<file path="config.mk">
export PLATFORM = sky130hd
export DESIGN_NAME = crtc_prog
export DESIGN_NICKNAME = d
export VERILOG_FILES = /design/src/rtl/crtc_prog.sv
export SDC_FILE = /design/constraint.sdc
export NUM_CORES = 1
export LEC_CHECK = 0
export CAP_MARGIN = 20
export CELL_PAD_IN_SITES_DETAIL_PLACEMENT = 0
export CELL_PAD_IN_SITES_GLOBAL_PLACEMENT = 1
export CORE_MARGIN = 3
export CORE_UTILIZATION = 40
export CTS_CLUSTER_DIAMETER = 150
export DETAILED_ROUTE_END_ITERATION = 8
export PLACE_DENSITY = 0.84
export SLEW_MARGIN = 5
export SYNTH_ARGS = -nofsm -noshare
export SYNTH_HDL_FRONTEND = slang
export SYNTH_SLANG_ARGS = --single-unit
</file>
<file path="constraint.sdc">
create_clock -name clock_i -period 4.7 [get_ports clock_i]
set_clock_uncertainty 0.15 [all_clocks]
set_input_delay 0.94 -clock clock_i [delete_from_list [all_inputs] [get_ports clock_i]]
set_output_delay 0.94 -clock clock_i [all_outputs]
set_load 0.05 [all_outputs]
</file>
<file path="src/rtl/crtc_prog.sv">
// crtc_prog: programmable-timing CRT controller.
//
// Counts characters (h) and lines (v) against cumulative, inclusive-end timing
// thresholds and produces registered sync, blanking, display-enable, active
// row/column and start-of-line/frame/line-compare strobes.
//
// Ports:
//   clock_i, reset_i       character clock, synchronous active-high reset
//   enable_i               advance one character when high; otherwise hold
//   h*/v* timing inputs    last count of sync/back porch/active/front porch
//   hpol_i, vpol_i         active level of hsync_o / vsync_o
//   dbl_i                  line doubling (row_o = line >> 1)
//   vcmp_i                 line-compare value for vint_o
//   row_o, col_o           active row / column, 0 outside active video
//   de_o, hblank_o, vblank_o, hsync_o, vsync_o   video timing outputs
//   sol_o, sof_o, vint_o   one-enabled-cycle strobes
//
// Timing/polarity/dbl/vcmp inputs are shadowed and only reloaded at the frame
// wrap, so a mode change never produces a torn frame.
module crtc_prog #(
    parameter int unsigned HWIDTH    = 10,
    parameter int unsigned VWIDTH    = 10,
    parameter int unsigned DOUBLE_EN = 1
) (
    input  logic              clock_i,
    input  logic              reset_i,
    input  logic              enable_i,
    input  logic [HWIDTH-1:0] hsynct_i,
    input  logic [HWIDTH-1:0] hbporch_i,
    input  logic [HWIDTH-1:0] hactive_i,
    input  logic [HWIDTH-1:0] hfporch_i,
    input  logic [VWIDTH-1:0] vsynct_i,
    input  logic [VWIDTH-1:0] vbporch_i,
    input  logic [VWIDTH-1:0] vactive_i,
    input  logic [VWIDTH-1:0] vfporch_i,
    input  logic              hpol_i,
    input  logic              vpol_i,
    input  logic              dbl_i,
    input  logic [VWIDTH-1:0] vcmp_i,
    output logic [VWIDTH-1:0] row_o,
    output logic [HWIDTH-1:0] col_o,
    output logic              de_o,
    output logic              hsync_o,
    output logic              vsync_o,
    output logic              hblank_o,
    output logic              vblank_o,
    output logic              sol_o,
    output logic              sof_o,
    output logic              vint_o
);

    localparam bit DblAllowed = (DOUBLE_EN != 0);

    // Counter state
    logic [HWIDTH-1:0] h_cnt;
    logic [VWIDTH-1:0] v_cnt;

    // Shadowed programming, valid for the whole current frame
    logic [HWIDTH-1:0] hsynct_s, hbporch_s, hactive_s, hfporch_s;
    logic [VWIDTH-1:0] vsynct_s, vbporch_s, vactive_s, vfporch_s;
    logic              hpol_s, vpol_s, dbl_s;
    logic [VWIDTH-1:0] vcmp_s;

    // Next-state and decoded values
    logic              h_last, v_last, frame_end;
    logic [HWIDTH-1:0] h_next;
    logic [VWIDTH-1:0] v_next;
    logic              h_sync, h_act, v_sync, v_act;
    logic [HWIDTH-1:0] col_next;
    logic [VWIDTH-1:0] line, row_next;

    always_comb begin
        h_last    = (h_cnt == hfporch_s);
        v_last    = (v_cnt == vfporch_s);
        frame_end = h_last && v_last;

        // Wrap only at fporch, so out-of-order thresholds cannot stall counting
        h_next = h_last ? '0 : h_cnt + HWIDTH'(1);
        v_next = v_cnt;
        if (h_last) begin
            v_next = v_last ? '0 : v_cnt + VWIDTH'(1);
        end

        h_sync = (h_cnt <= hsynct_s);
        h_act  = (h_cnt > hbporch_s) && (h_cnt <= hactive_s);
        v_sync = (v_cnt <= vsynct_s);
        v_act  = (v_cnt > vbporch_s) && (v_cnt <= vactive_s);

        col_next = h_act ? (h_cnt - hbporch_s - HWIDTH'(1)) : '0;
        line     = v_cnt - vbporch_s - VWIDTH'(1);
        row_next = '0;
        if (v_act) begin
            row_next = (DblAllowed && dbl_s) ? (line >> 1) : line;
        end
    end

    always_ff @(posedge clock_i) begin
        if (reset_i) begin
            h_cnt     <= '0;
            v_cnt     <= '0;
            hsynct_s  <= hsynct_i;
            hbporch_s <= hbporch_i;
            hactive_s <= hactive_i;
            hfporch_s <= hfporch_i;
            vsynct_s  <= vsynct_i;
            vbporch_s <= vbporch_i;
            vactive_s <= vactive_i;
            vfporch_s <= vfporch_i;
            hpol_s    <= hpol_i;
            vpol_s    <= vpol_i;
            dbl_s     <= dbl_i;
            vcmp_s    <= vcmp_i;
            // Sync outputs idle at the inactive level of the incoming polarity
            hsync_o   <= ~hpol_i;
            vsync_o   <= ~vpol_i;
            de_o      <= 1'b0;
            hblank_o  <= 1'b1;
            vblank_o  <= 1'b1;
            row_o     <= '0;
            col_o     <= '0;
            sol_o     <= 1'b0;
            sof_o     <= 1'b0;
            vint_o    <= 1'b0;
        end else if (enable_i) begin
            h_cnt <= h_next;
            v_cnt <= v_next;

            // New programming lands exactly when the counters return to (0,0)
            if (frame_end) begin
                hsynct_s  <= hsynct_i;
                hbporch_s <= hbporch_i;
                hactive_s <= hactive_i;
                hfporch_s <= hfporch_i;
                vsynct_s  <= vsynct_i;
                vbporch_s <= vbporch_i;
                vactive_s <= vactive_i;
                vfporch_s <= vfporch_i;
                hpol_s    <= hpol_i;
                vpol_s    <= vpol_i;
                dbl_s     <= dbl_i;
                vcmp_s    <= vcmp_i;
            end

            // Outputs reflect the counter state being left this cycle
            hsync_o  <= h_sync ? hpol_s : ~hpol_s;
            vsync_o  <= v_sync ? vpol_s : ~vpol_s;
            hblank_o <= ~h_act;
            vblank_o <= ~v_act;
            de_o     <= h_act && v_act;
            col_o    <= col_next;
            row_o    <= row_next;
            sol_o    <= (h_cnt == '0);
            sof_o    <= (h_cnt == '0) && (v_cnt == '0);
            vint_o   <= (h_cnt == '0) && (v_cnt == vcmp_s);
        end
    end

endmodule

</file>
* Word level (Yosys, flattened, before mapping)
Cells that the tools add are included.
Word-level totals: flip-flop bits (word level) 141, output and inout port bits 28, logic and storage cells 104
Operators by class: $add $sub $neg 6, magnitude comparators 6, equal/unequal tests 3, mux-type cells 47, bitwise gates (word level) 6, reduce and logical (&&, ||, !) cells 12
Operator list (number):
- $mux W10 | 32
- $le A10 B10 Y1 | 4
- $eq A10 B10 Y1 | 3
- $add A10 B1 Y10 const B | 2
- $gt A10 B10 Y1 | 2
- $logic_not A10 Y1 | 2
- $sub A10 B1 Y10 const B | 2
- $sub A10 B10 Y10 | 2
- $mux W1 | 15
- $logic_and A1 B1 Y1 | 6
- $not A1 Y1 | 6
- $reduce_and A2 Y1 | 2
- $reduce_bool A2 Y1 | 2

* Longest topological paths before layout
Gate-level depths: netlist of the first run.
depth in word-level cells 5, depth in mapped cells 10, depth with buffers taken out 9

* Worst setup path before layout of the first run
OpenSTA, ideal clock, no wires.
path kind in2reg, start input enable_i, end register dbl_s, enable pin, library setup time 461 ps, arrival time 3678 ps, slack 410 ps, stages on the path 5, path buffers 1, cells stage by stage buf_2 > inv_1 > nor4_2 > nand2b_1 > nand2_1
Between the ends: cells in the longest elaborated chain, start to end 2
Ends and longest elaborated chain:
- start: declaration | RTL line 27 | input logic enable_i,
- $reduce_bool A2 Y1 (no line)
- $reduce_and A2 Y1 (no line)
- end signal: assignment | RTL line 111 | dbl_s <= dbl_i;
- end signal: assignment | RTL line 140 | dbl_s <= dbl_i;
- end: declaration | RTL line 61 | logic hpol_s, vpol_s, dbl_s;
No other way between the ends. A chain may end at the register's enable or synchronous reset.

* Final worst setup path of the first run
Ends and elaborated chain as after synthesis.

==> reports/qor.json, run 1 <==
{
  "drive_gt1_share": {"value": 6.10, "unit": "%"},
  "timing.setup.critical_path_class": {"value": "input pin to flip-flop"},
  "postSynth.asyncResetShare": {"value": 0, "unit": "%"},
  "yosysSeqAreaShare": {"value": 53.0, "unit": "%"},
  "gp_congestion": {"value": 0.903},
  "setup_viol_count_final": {"value": 0},
  "clk_path_buf_depth": {"value": 2},
  "critical_path_peak_fanout": {"value": 42},
  "synth_cell_type_count": {"value": 54},
  "design.final.nets": {"value": 922},
  "worst_setup_path_start_kind": {"value": "input pin"},
  "total_negative_setup_slacks": {"value": 0, "unit": "ns"},
  "timing_max_transition_violations_final": {"value": 0},
  "number_of_primary_i_o_pins": {"value": 124},
  "netlist_instances": {"value": 629},
  "start_util": {"value": 41.0, "unit": "%"},
  "worst_ep_required_time": {"value": 4.66, "unit": "ns"},
  "cellLeakagePower": {"value": 3.74, "unit": "nW"},
  "area.growth.synth_to_final": {"value": 29.0, "unit": "%"},
  "synth_most_common_cell": {"value": "edfxtp_1"},
  "avgViaCountPerCell": {"value": 5.07},
  "multiInputGateArea": {"value": 3020, "unit": "sq um"},
  "clkPwrFrac": {"value": 44.3, "unit": "%"},
  "grt_setup_unrepaired": {"value": "no"},
  "post-synth-top-area-fraction": {"value": 40.0, "unit": "%"},
  "fmax": {"value": 0.309, "unit": "GHz"},
  "numCtsBuffers": {"value": 17},
  "cts_root_buffer": {"value": "clkbuf_16"},
  "wl": {"value": 16400, "unit": "microns"},
  "postSynthNetCount": {"value": 793},
  "power.switching_fraction": {"value": 23.8, "unit": "%"},
  "register_area": {"value": 3770, "unit": "sq um"},
  "worstSkewPairLatency": {"value": 0.43, "unit": "ns"},
  "post_cts.repair.setup_buffers": {"value": 0},
  "core.rowCount": {"value": 48},
  "netlist_area": {"value": 7120, "unit": "sq um"},
  "fin_total_pwr": {"value": 2.97, "unit": "mW"},
  "antenna_violating_nets_post_route": {"value": 0},
  "portion_of_total_power_attributed_to_sequential_cells": {"value": 47.4, "unit": "%"},
  "timing.critical_path.arrival": {"value": 3.20, "unit": "ns"},
  "avgSynthCellArea": {"value": 11.3, "unit": "sq um"},
  "cts_tree": {"value": "yes"},
  "routed-via-count": {"value": 5053},
  "grt.total_usage": {"value": 17.5, "unit": "%"},
  "chipHeight": {"value": 139, "unit": "microns"},
  "drt_iter0_drc": {"value": 288},
  "cap_violations": {"value": 0},
  "status": {"value": "finished clean"},
  "placement.io_buffers": {"value": 123},
  "dieWidth": {"value": 139, "unit": "microns"},
  "ir_worst_vdd": {"value": 263, "unit": "uV"},
  "total_of_fill_cells_in_the_finished_design": {"value": 1423},
  "clock-sinks": {"value": 141},
  "final.period_utilization": {"value": 68.9, "unit": "%"},
  "grt_antenna_before_repair": {"value": 0},
  "slew_headroom": {"value": 37.8, "unit": "%"},
  "dp_hpwl": {"value": 12600, "unit": "microns"},
  "synthDominantAreaCellType": {"value": "edfxtp_1"},
  "internal_power": {"value": 2.26, "unit": "mW"},
  "timing.final.hold_violations": {"value": 0},
  "via_count_of_the_first_global_routing_pass": {"value": 5330},
  "synth-seq-cells": {"value": 141},
  "clock_slew_at_the_register_clock_pins_of_the_worst_setup_and_hold_paths": {"value": 0.06, "unit": "ns"},
  "fin_crit": {"value": 3.24, "unit": "ns"},
  "yosys_warnings": {"value": 0},
  "end_kind": {"value": "flip-flop"},
  "post_cts.resized_instances": {"value": 0},
  "netSwitchingPower": {"value": 0.706, "unit": "mW"},
  "final_routed_drc_violation_total": {"value": 0},
  "detail_route.first_pass.iterations": {"value": 8},
  "power.density_cell_area": {"value": 323, "unit": "nW/um^2"},
  "holdCritPathClass": {"value": "flip-flop to flip-flop"},
  "tightestPinTransition": {"value": 0.925, "unit": "ns"},
  "grt_max_degree": {"value": 43},
  "synth_area_leaders": {"value": "edfxtp_1 40%, dfxtp_1 13%, ha_1 12%"},
  "comb_power_share": {"value": 8.3, "unit": "%"},
  "holdBufCountCts": {"value": 0},
  "detail_route.wl_per_cell": {"value": 16.5, "unit": "microns"},
  "die_area": {"value": 19400, "unit": "sq um"},
  "cts_htree_levels": {"value": 4},
  "grt_overflow_total": {"value": 0},
  "synth_top_cells_by_count": {"value": "95 x edfxtp_1, 68 x inv_1, 66 x ha_1"},
  "number_of_enable_type_register_cells_in_the_synthesized_netlist": {"value": 95},
  "grt_first_pass_wirelength": {"value": 27000, "unit": "microns"},
  "insertedDiodeCount": {"value": 0},
  "core": {"value": 17400, "unit": "sq um"},
  "synth_ff_type": {"value": "edfxtp_1"}
}
==> path summary, 6_finish.rpt <==
check,from,end,slack [ns],depth (start not counted)
hold reg to reg,row_o[7],row_o[7],0.30,2
setup / recovery,enable_i,dbl_s,1.46,7
hold / removal,row_o[7],row_o[7],0.30,2
setup reg to reg,v_cnt[2],dbl_s,1.84,6
==> critical path: stages <==
cell and delay [ns]:
clkdlybuf4s50_1 0.68, inv_1 0.16, nor4_2 0.29, buf_4 0.22, nand2b_1 0.10, nand2_4 0.41, buf_4 0.39
==> cells by family after synthesis <==
logic type / Yosys count / share of synthesized area (%)
buffers and inverters: 85 / 4.67
and+or+nand+nor: 150 / 10.8
muxes: 7 / 1.00
adders and majority gates: 68 / 12.2
DFF: 141 / 53.0
AOI/OAI and AO/OA: 116 / 10.8
xor gates and xnor gates: 62 / 7.62
==> per-layer routing <==
layer	routed length (microns)	up-vias	track usage, %
met5	0	-	0
met4	411	0	6.75
met3	764	33	4.40
met2	8080	134	29.6
met1	7190	2378	21.5
li1	-	2508	-
==> power groups by stage <==
| stage | registers (mW) | clock network, mW | logic (mW) |
|---|---|---|---|
| finish | 1.41 | 1.32 | 0.246 |
| detailed placement | 1.43 | 0 | 0.248 |
| global placement | 1.43 | 0 | 0.240 |
| global route | 1.41 | 1.39 | 0.272 |
| CTS | 1.41 | 1.34 | 0.249 |
| floorplan | 1.44 | 0 | 0.116 |
==> through the flow <==
stage / util [%] / hold slack [ns] / area [sq um] / setup WS (ns) / instances
after global placement: 49.6 / 0.288 / 8610 / 1.10 / 964
after detailed placement: 49.6 / 0.295 / 8610 / 0.991 / 964
final: 52.9 / 0.297 / 9190 / 1.46 / 996
after global routing: 52.9 / 0.327 / 9190 / 1.30 / 996
after floorplan: - / 0.394 / 7120 / 0.410 / 629
after CTS: 52.9 / 0.301 / 9190 / 1.44 / 996
==> sequential cells by signal, indices dropped and copies added (netlist names), 10 cells and up <==
signal,count
hactive_s,10
v_cnt,10
hbporch_s,10
vactive_s,10
h_cnt,10
vcmp_s,10
vsynct_s,10
row_o,10
vbporch_s,10
col_o,10
hfporch_s,10
hsynct_s,10
vfporch_s,10
==> cell type report <==
class	instances	area share (%)
sequential	141	41.1
multi-input combinational	403	32.9
timing repair buffer	127	13.9
clock buffer	18	4.67
tap	225	3.06
inverter	68	2.78
clock inverter	14	1.63
==> placed cells by master (no fill, tap or decap), types with 19 or more instances in the layout <==
cell,count
a21oi_1,32
clkdlybuf4s50_1,123
dfxtp_1,46
edfxtp_1,95
ha_1,66
inv_1,68
nand2_1,38
nand4_1,19
nor2_1,35
o21ai_0,24
xnor2_1,32
xor2_1,30
Note: power is estimated with default switching activity, not from simulation.
==> inputs of run 2 (changes only) <==
==> constraint.sdc (replaced) <==
create_clock -name clock_i -period 3.05 [get_ports clock_i]
set_clock_uncertainty 0.15 [all_clocks]
set_input_delay 0.61 -clock clock_i [delete_from_list [all_inputs] [get_ports clock_i]]
set_output_delay 0.61 -clock clock_i [all_outputs]
set_load 0.05 [all_outputs]
==> run 2 against run 1 <==
Compared with the run above: sequential cell count did not move; clock-buffer cell count fell by 1; register-to-register slack got worse by 1.3 ns; sequential share of layout area fell by 0.37 points; worst hold slack improved by 0.0047 ns; design area rose by 0.90%; die area did not move; core utilization rose by 0.48 points; largest power group unchanged.
==> reports/qor.json, run 2 (synthesized netlist as in run 1, its figures left out) <==
{
  "clock_slew_at_the_register_clock_pins_of_the_worst_setup_and_hold_paths": {"value": 0.06, "unit": "ns"},
  "clk_path_buf_depth": {"value": 2},
  "power.density_cell_area": {"value": 488, "unit": "nW/um^2"},
  "cts_htree_levels": {"value": 4},
  "number_of_primary_i_o_pins": {"value": 124},
  "cap_violations": {"value": 0},
  "fin_total_pwr": {"value": 4.53, "unit": "mW"},
  "grt.total_usage": {"value": 18.0, "unit": "%"},
  "antenna_violating_nets_post_route": {"value": 0},
  "start_util": {"value": 41.0, "unit": "%"},
  "final_cell_mix": {"value": "123 x clkdlybuf4s50_1, 95 x edfxtp_1, 68 x inv_1, 66 x ha_1, 46 x dfxtp_1"},
  "worst_ep_required_time": {"value": 3.06, "unit": "ns"},
  "via_count_of_the_first_global_routing_pass": {"value": 5442},
  "crit-reg2reg-launch": {"value": "v_cnt[0]"},
  "timing.critical_path.arrival": {"value": 2.56, "unit": "ns"},
  "core": {"value": 17400, "unit": "sq um"},
  "grt_overflow_total": {"value": 0},
  "detail_route.first_pass.iterations": {"value": 5},
  "numCtsBuffers": {"value": 17},
  "dp_hpwl": {"value": 12800, "unit": "microns"},
  "fin_crit": {"value": 2.55, "unit": "ns"},
  "grt_max_degree": {"value": 69},
  "core.rowCount": {"value": 48},
  "wl": {"value": 16700, "unit": "microns"},
  "design.final.nets": {"value": 933},
  "holdBufCountCts": {"value": 0},
  "final_common_cell": {"value": "clkdlybuf4s50_1"},
  "min-delay-start": {"value": "row_o[3]"},
  "placement.io_buffers": {"value": 123},
  "dieWidth": {"value": 139, "unit": "microns"},
  "chipHeight": {"value": 139, "unit": "microns"},
  "final_routed_drc_violation_total": {"value": 0},
  "tightestPinTransition": {"value": 0.596, "unit": "ns"},
  "slew_headroom": {"value": 60.3, "unit": "%"},
  "setup_viol_count_final": {"value": 0},
  "gp_congestion": {"value": 0.864},
  "timing.final.hold_violations": {"value": 0},
  "ff2ff_path_depth": {"value": 7},
  "total_negative_setup_slacks": {"value": 0, "unit": "ns"},
  "detail_route.wl_per_cell": {"value": 16.6, "unit": "microns"},
  "timing.setup.critical_path_class": {"value": "flip-flop to flip-flop"},
  "timing_max_transition_violations_final": {"value": 0},
  "multiInputGateArea": {"value": 3020, "unit": "sq um"},
  "cellLeakagePower": {"value": 3.80, "unit": "nW"},
  "routed-via-count": {"value": 5160},
  "final.period_utilization": {"value": 83.5, "unit": "%"},
  "avgViaCountPerCell": {"value": 5.12},
  "worst_setup_path_start_kind": {"value": "flip-flop"},
  "drive_gt1_share": {"value": 7.16, "unit": "%"},
  "worstSkewPairLatency": {"value": 0.43, "unit": "ns"},
  "post_cts.repair.setup_buffers": {"value": 0},
  "drt_iter0_drc": {"value": 280},
  "register_area": {"value": 3770, "unit": "sq um"},
  "grt_antenna_before_repair": {"value": 0},
  "ir_worst_vdd": {"value": 407, "unit": "uV"},
  "status": {"value": "finished clean"},
  "die_area": {"value": 19400, "unit": "sq um"},
  "area.growth.synth_to_final": {"value": 30.1, "unit": "%"},
  "grt_setup_unrepaired": {"value": "no"},
  "cts_tree": {"value": "yes"},
  "grt_first_pass_wirelength": {"value": 27500, "unit": "microns"},
  "total_of_fill_cells_in_the_finished_design": {"value": 1452},
  "end_kind": {"value": "flip-flop"},
  "post_cts.resized_instances": {"value": 0},
  "clock-sinks": {"value": 141},
  "min_delay_worst_endpoint": {"value": "row_o[3]"},
  "worstReg2RegEnd": {"value": "vsync_o"},
  "holdPathStages": {"value": 2},
  "cts_root_buffer": {"value": "clkbuf_16"},
  "fmax": {"value": 0.393, "unit": "GHz"},
  "insertedDiodeCount": {"value": 0},
  "critical_path_peak_fanout": {"value": 6},
  "holdCritPathClass": {"value": "flip-flop to flip-flop"},
  "r2r_slack": {"value": 0.50, "unit": "ns"}
}
==> run 2: report_power, final <==
| group | switching (mW) | total [mW] | internal [mW] |
|---|---|---|---|
| clock network | 0.840 | 1.97 | 1.13 |
| registers | 0.0404 | 2.17 | 2.13 |
| logic | 0.179 | 0.385 | 0.206 |
==> run 2: layout make-up <==
| cell class | count | area share (%) |
|---|---|---|
| Timing Repair Buffer | 138 | 14.8 |
| Clock buffer | 17 | 4.59 |
| Inverter | 68 | 2.75 |
| Clock inverter | 15 | 1.53 |
| Tap cell | 225 | 3.04 |
| Sequential cell | 141 | 40.7 |
| Multi-Input combinational cell | 403 | 32.6 |
==> run 2: layer usage <==
| metal | part of all wire, % | up-vias | global-route usage, % |
|---|---|---|---|
| met4 | 2.5 | 0 | 7.88 |
| met1 | 43 | 2461 | 21.8 |
| li1 | - | 2524 | - |
| met3 | 4.9 | 29 | 4.40 |
| met5 | 0 | - | 0 |
| met2 | 50 | 146 | 30.4 |
==> run 2: how the worst max path moves through the flow <==
stage,depth (start not counted),endpoint,from
2_1_floorplan,5,dbl_s,enable_i
3_3_place_gp,6,vactive_s[7],enable_i
3_5_place_dp,6,vactive_s[7],enable_i
4_1_cts,7,vsync_o,v_cnt[0]
5_1_grt,7,vsync_o,v_cnt[0]
6_report,7,vsync_o,v_cnt[0]
==> run 2: per-stage QoR <==
step           hold WS [ns]  cell area (sq um)  util (%)  std cells  setup WS [ns]
6_report              0.301               9270      53.4       1007          0.504
5_1_grt               0.323               9270      53.4       1007          0.378
4_1_cts               0.306               9270      53.4       1007          0.468
3_5_place_dp          0.295               8700      50.1        975          0.333
3_3_place_gp          0.296               8700      50.1        975          0.388
2_1_floorplan         0.394               7130         -        629         0.0246
==> run 2: worst max-delay path, stage by stage (launching register included) <==
cell     delay, ns
dfxtp_1       0.53
inv_1         0.25
ha_1          0.34
nand4_1       0.07
o32ai_1       0.32
nor3_1        0.07
o21ai_0       0.09
or3b_2        0.46
==> inputs of run 3 (changes only) <==
==> constraint.sdc (replaced) <==
create_clock -name clock_i -period 2.5 [get_ports clock_i]
set_clock_uncertainty 0.15 [all_clocks]
set_input_delay 0.5 -clock clock_i [delete_from_list [all_inputs] [get_ports clock_i]]
set_output_delay 0.5 -clock clock_i [all_outputs]
set_load 0.05 [all_outputs]
==> run 3 against run 2 <==
Compared with the run above: non-clock buffer count is 25 higher; first-iteration DRC count is 14% lower; setup slack worse by 0.43 ns; clock-buffer cell count is 1 higher; highest routed layer unchanged.
==> reports/qor.json, run 3 (synthesized netlist as in run 1, its figures left out) <==
{
  "fmax": {"value": 0.413, "unit": "GHz"},
  "insertedDiodeCount": {"value": 0},
  "critical-path-top-delay-family": {"value": "compound AO/OA/AOI/OAI gates"},
  "holdCritPathClass": {"value": "flip-flop to flip-flop"},
  "layout_setup_ws": {"value": 0.0759, "unit": "ns"},
  "design.final.nets": {"value": 958},
  "cts_tree": {"value": "yes"},
  "grt_first_pass_wirelength": {"value": 27000, "unit": "microns"},
  "worst_ep_required_time": {"value": 2.65, "unit": "ns"},
  "tightestPinTransition": {"value": 0.601, "unit": "ns"},
  "timing.final.hold_violations": {"value": 0},
  "cellLeakagePower": {"value": 3.97, "unit": "nW"},
  "cts_htree_levels": {"value": 4},
  "worstSkewPairLatency": {"value": 0.42, "unit": "ns"},
  "final_cell_mix": {"value": "123 x clkdlybuf4s50_1, 95 x edfxtp_1, 68 x inv_1, 66 x ha_1, 43 x dfxtp_1"},
  "placement.io_buffers": {"value": 123},
  "drive_gt1_share": {"value": 11.0, "unit": "%"},
  "cts_root_buffer": {"value": "clkbuf_16"},
  "clock_slew_at_the_register_clock_pins_of_the_worst_setup_and_hold_paths": {"value": 0.07, "unit": "ns"},
  "crit_path_cell_trace": {"value": "buf_4 > ha_1 > a21oi_1 > o21ai_0 > a2111oi_2 > or2_4 > buf_4 > o21ai_1"},
  "routed-via-count": {"value": 5189},
  "final_common_cell": {"value": "clkdlybuf4s50_1"},
  "dieWidth": {"value": 139, "unit": "microns"},
  "timing.critical_path.arrival": {"value": 2.58, "unit": "ns"},
  "critical-path-slowest-cell": {"value": "a2111oi_2"},
  "timing.setup.critical_path_class": {"value": "flip-flop to flip-flop"},
  "fin_crit": {"value": 2.42, "unit": "ns"},
  "grt_use_met1": {"value": 21.7, "unit": "%"},
  "antenna_violating_nets_post_route": {"value": 0},
  "core": {"value": 17400, "unit": "sq um"},
  "setup_viol_count_final": {"value": 0},
  "largest_stage_delay_worst_path": {"value": 0.41, "unit": "ns"},
  "status": {"value": "finished clean"},
  "core.rowCount": {"value": 48},
  "busiest_grt_layer": {"value": "met2"},
  "slew_headroom": {"value": 59.9, "unit": "%"},
  "detail_route.wl_per_cell": {"value": 16.5, "unit": "microns"},
  "pre_cts_ws": {"value": -0.0151, "unit": "ns"},
  "critical_path_peak_fanout": {"value": 6},
  "worst_setup_path_start_kind": {"value": "flip-flop"},
  "grt_max_degree": {"value": 25},
  "final.period_utilization": {"value": 97.0, "unit": "%"},
  "power.density_cell_area": {"value": 601, "unit": "nW/um^2"},
  "grt_overflow_total": {"value": 0},
  "gp_congestion": {"value": 0.865},
  "end_kind": {"value": "flip-flop"},
  "cap_violations": {"value": 0},
  "clk_path_buf_depth": {"value": 2},
  "numCtsBuffers": {"value": 17},
  "die_area": {"value": 19400, "unit": "sq um"},
  "grt.total_usage": {"value": 17.5, "unit": "%"},
  "ir_worst_vdd": {"value": 412, "unit": "uV"},
  "detail_route.first_pass.iterations": {"value": 5},
  "clock-sinks": {"value": 141},
  "wl": {"value": 17000, "unit": "microns"},
  "drt_iter0_drc": {"value": 242},
  "start_util": {"value": 41.0, "unit": "%"},
  "timing_max_transition_violations_final": {"value": 0},
  "final_core_utilization": {"value": 55.2, "unit": "%"},
  "dp_hpwl": {"value": 13000, "unit": "microns"},
  "via_count_of_the_first_global_routing_pass": {"value": 5384},
  "chipHeight": {"value": 139, "unit": "microns"},
  "grt_setup_unrepaired": {"value": "no"},
  "use_met3": {"value": 4.23, "unit": "%"},
  "fin_total_pwr": {"value": 5.76, "unit": "mW"},
  "worstPathBufferInverterCount": {"value": 2},
  "avgViaCountPerCell": {"value": 5.03},
  "number_of_primary_i_o_pins": {"value": 124},
  "grtUsageMet2": {"value": 30.3, "unit": "%"},
  "cpMostUsedCell": {"value": "buf_4"},
  "area.growth.synth_to_final": {"value": 34.5, "unit": "%"},
  "grt_antenna_before_repair": {"value": 0},
  "final_routed_drc_violation_total": {"value": 0}
}
==> run 3: changes by cell type in the layout (fill, tap and decap cells not counted), sizes merged <==
cell	before	now
inv	72	73
bufinv	1	3
clkinv	9	5
buf	15	40
clkbuf	17	18
==> run 3: worst paths after layout <==
path                               start  endpoint  slack, ns  cells after the start
worst max-delay path            v_cnt[3]  row_o[0]       0.08                      8
worst min-delay path            row_o[3]  row_o[3]       0.30                      2
worst max register to register  v_cnt[3]  row_o[0]       0.08                      8
worst min register to register  row_o[3]  row_o[3]       0.30                      2
==> run 3: per-stage QoR <==
stage          setup TNS [ns]  std cells  hold slack [ns]  instance area [sq um]
2_1_floorplan               0        629            0.394                   7140
3_3_place_gp           -0.134       1000            0.291                   8950
3_5_place_dp           -0.616       1000            0.295                   8950
4_1_cts                     0       1032            0.300                   9560
5_1_grt                     0       1032            0.321                   9580
6_report                    0       1032            0.298                   9580
==> run 3: area by class of cell <==
type | count | area, sq um
Tap cell | 225 | 282
Fill cell | 1433 | 7770
Timing Repair Buffer | 163 | 1610
Multi-Input combinational cell | 403 | 3050
Inverter | 68 | 255
Clock buffer | 18 | 429
Clock inverter | 14 | 181
Sequential cell | 141 | 3780
==> run 3: power breakdown <==
part	switching, mW	internal [mW]
Clock	1.02	1.59
Combinational	0.235	0.271
Sequential	0.0429	2.59
Total	1.30	4.45
==> run 3: routing by layer <==
metal | wire length (microns) | part of all wire [%] | vias up
met1 | 7590 | 45 | 2446
met5 | 0 | 0 | -
met2 | 8420 | 49 | 143
met4 | 291 | 1.7 | 0
met3 | 737 | 4.3 | 26
li1 | - | - | 2574
==> run 3: worst reg2reg max path: stages (launching register included) <==
cell and delay, ns:
dfxtp_1 0.33, buf_4 0.16, ha_1 0.37, a21oi_1 0.28, o21ai_0 0.18, a2111oi_2 0.41
or2_4 0.22, buf_4 0.14, o21ai_1 0.07
==> run 3: timing repair <==
item / in CTS / in global routing
resized for setup: 0 / 7
hold buffers: 0 / 0
setup buffers: 0 / 0
setup endpoints to repair: 0 / 12
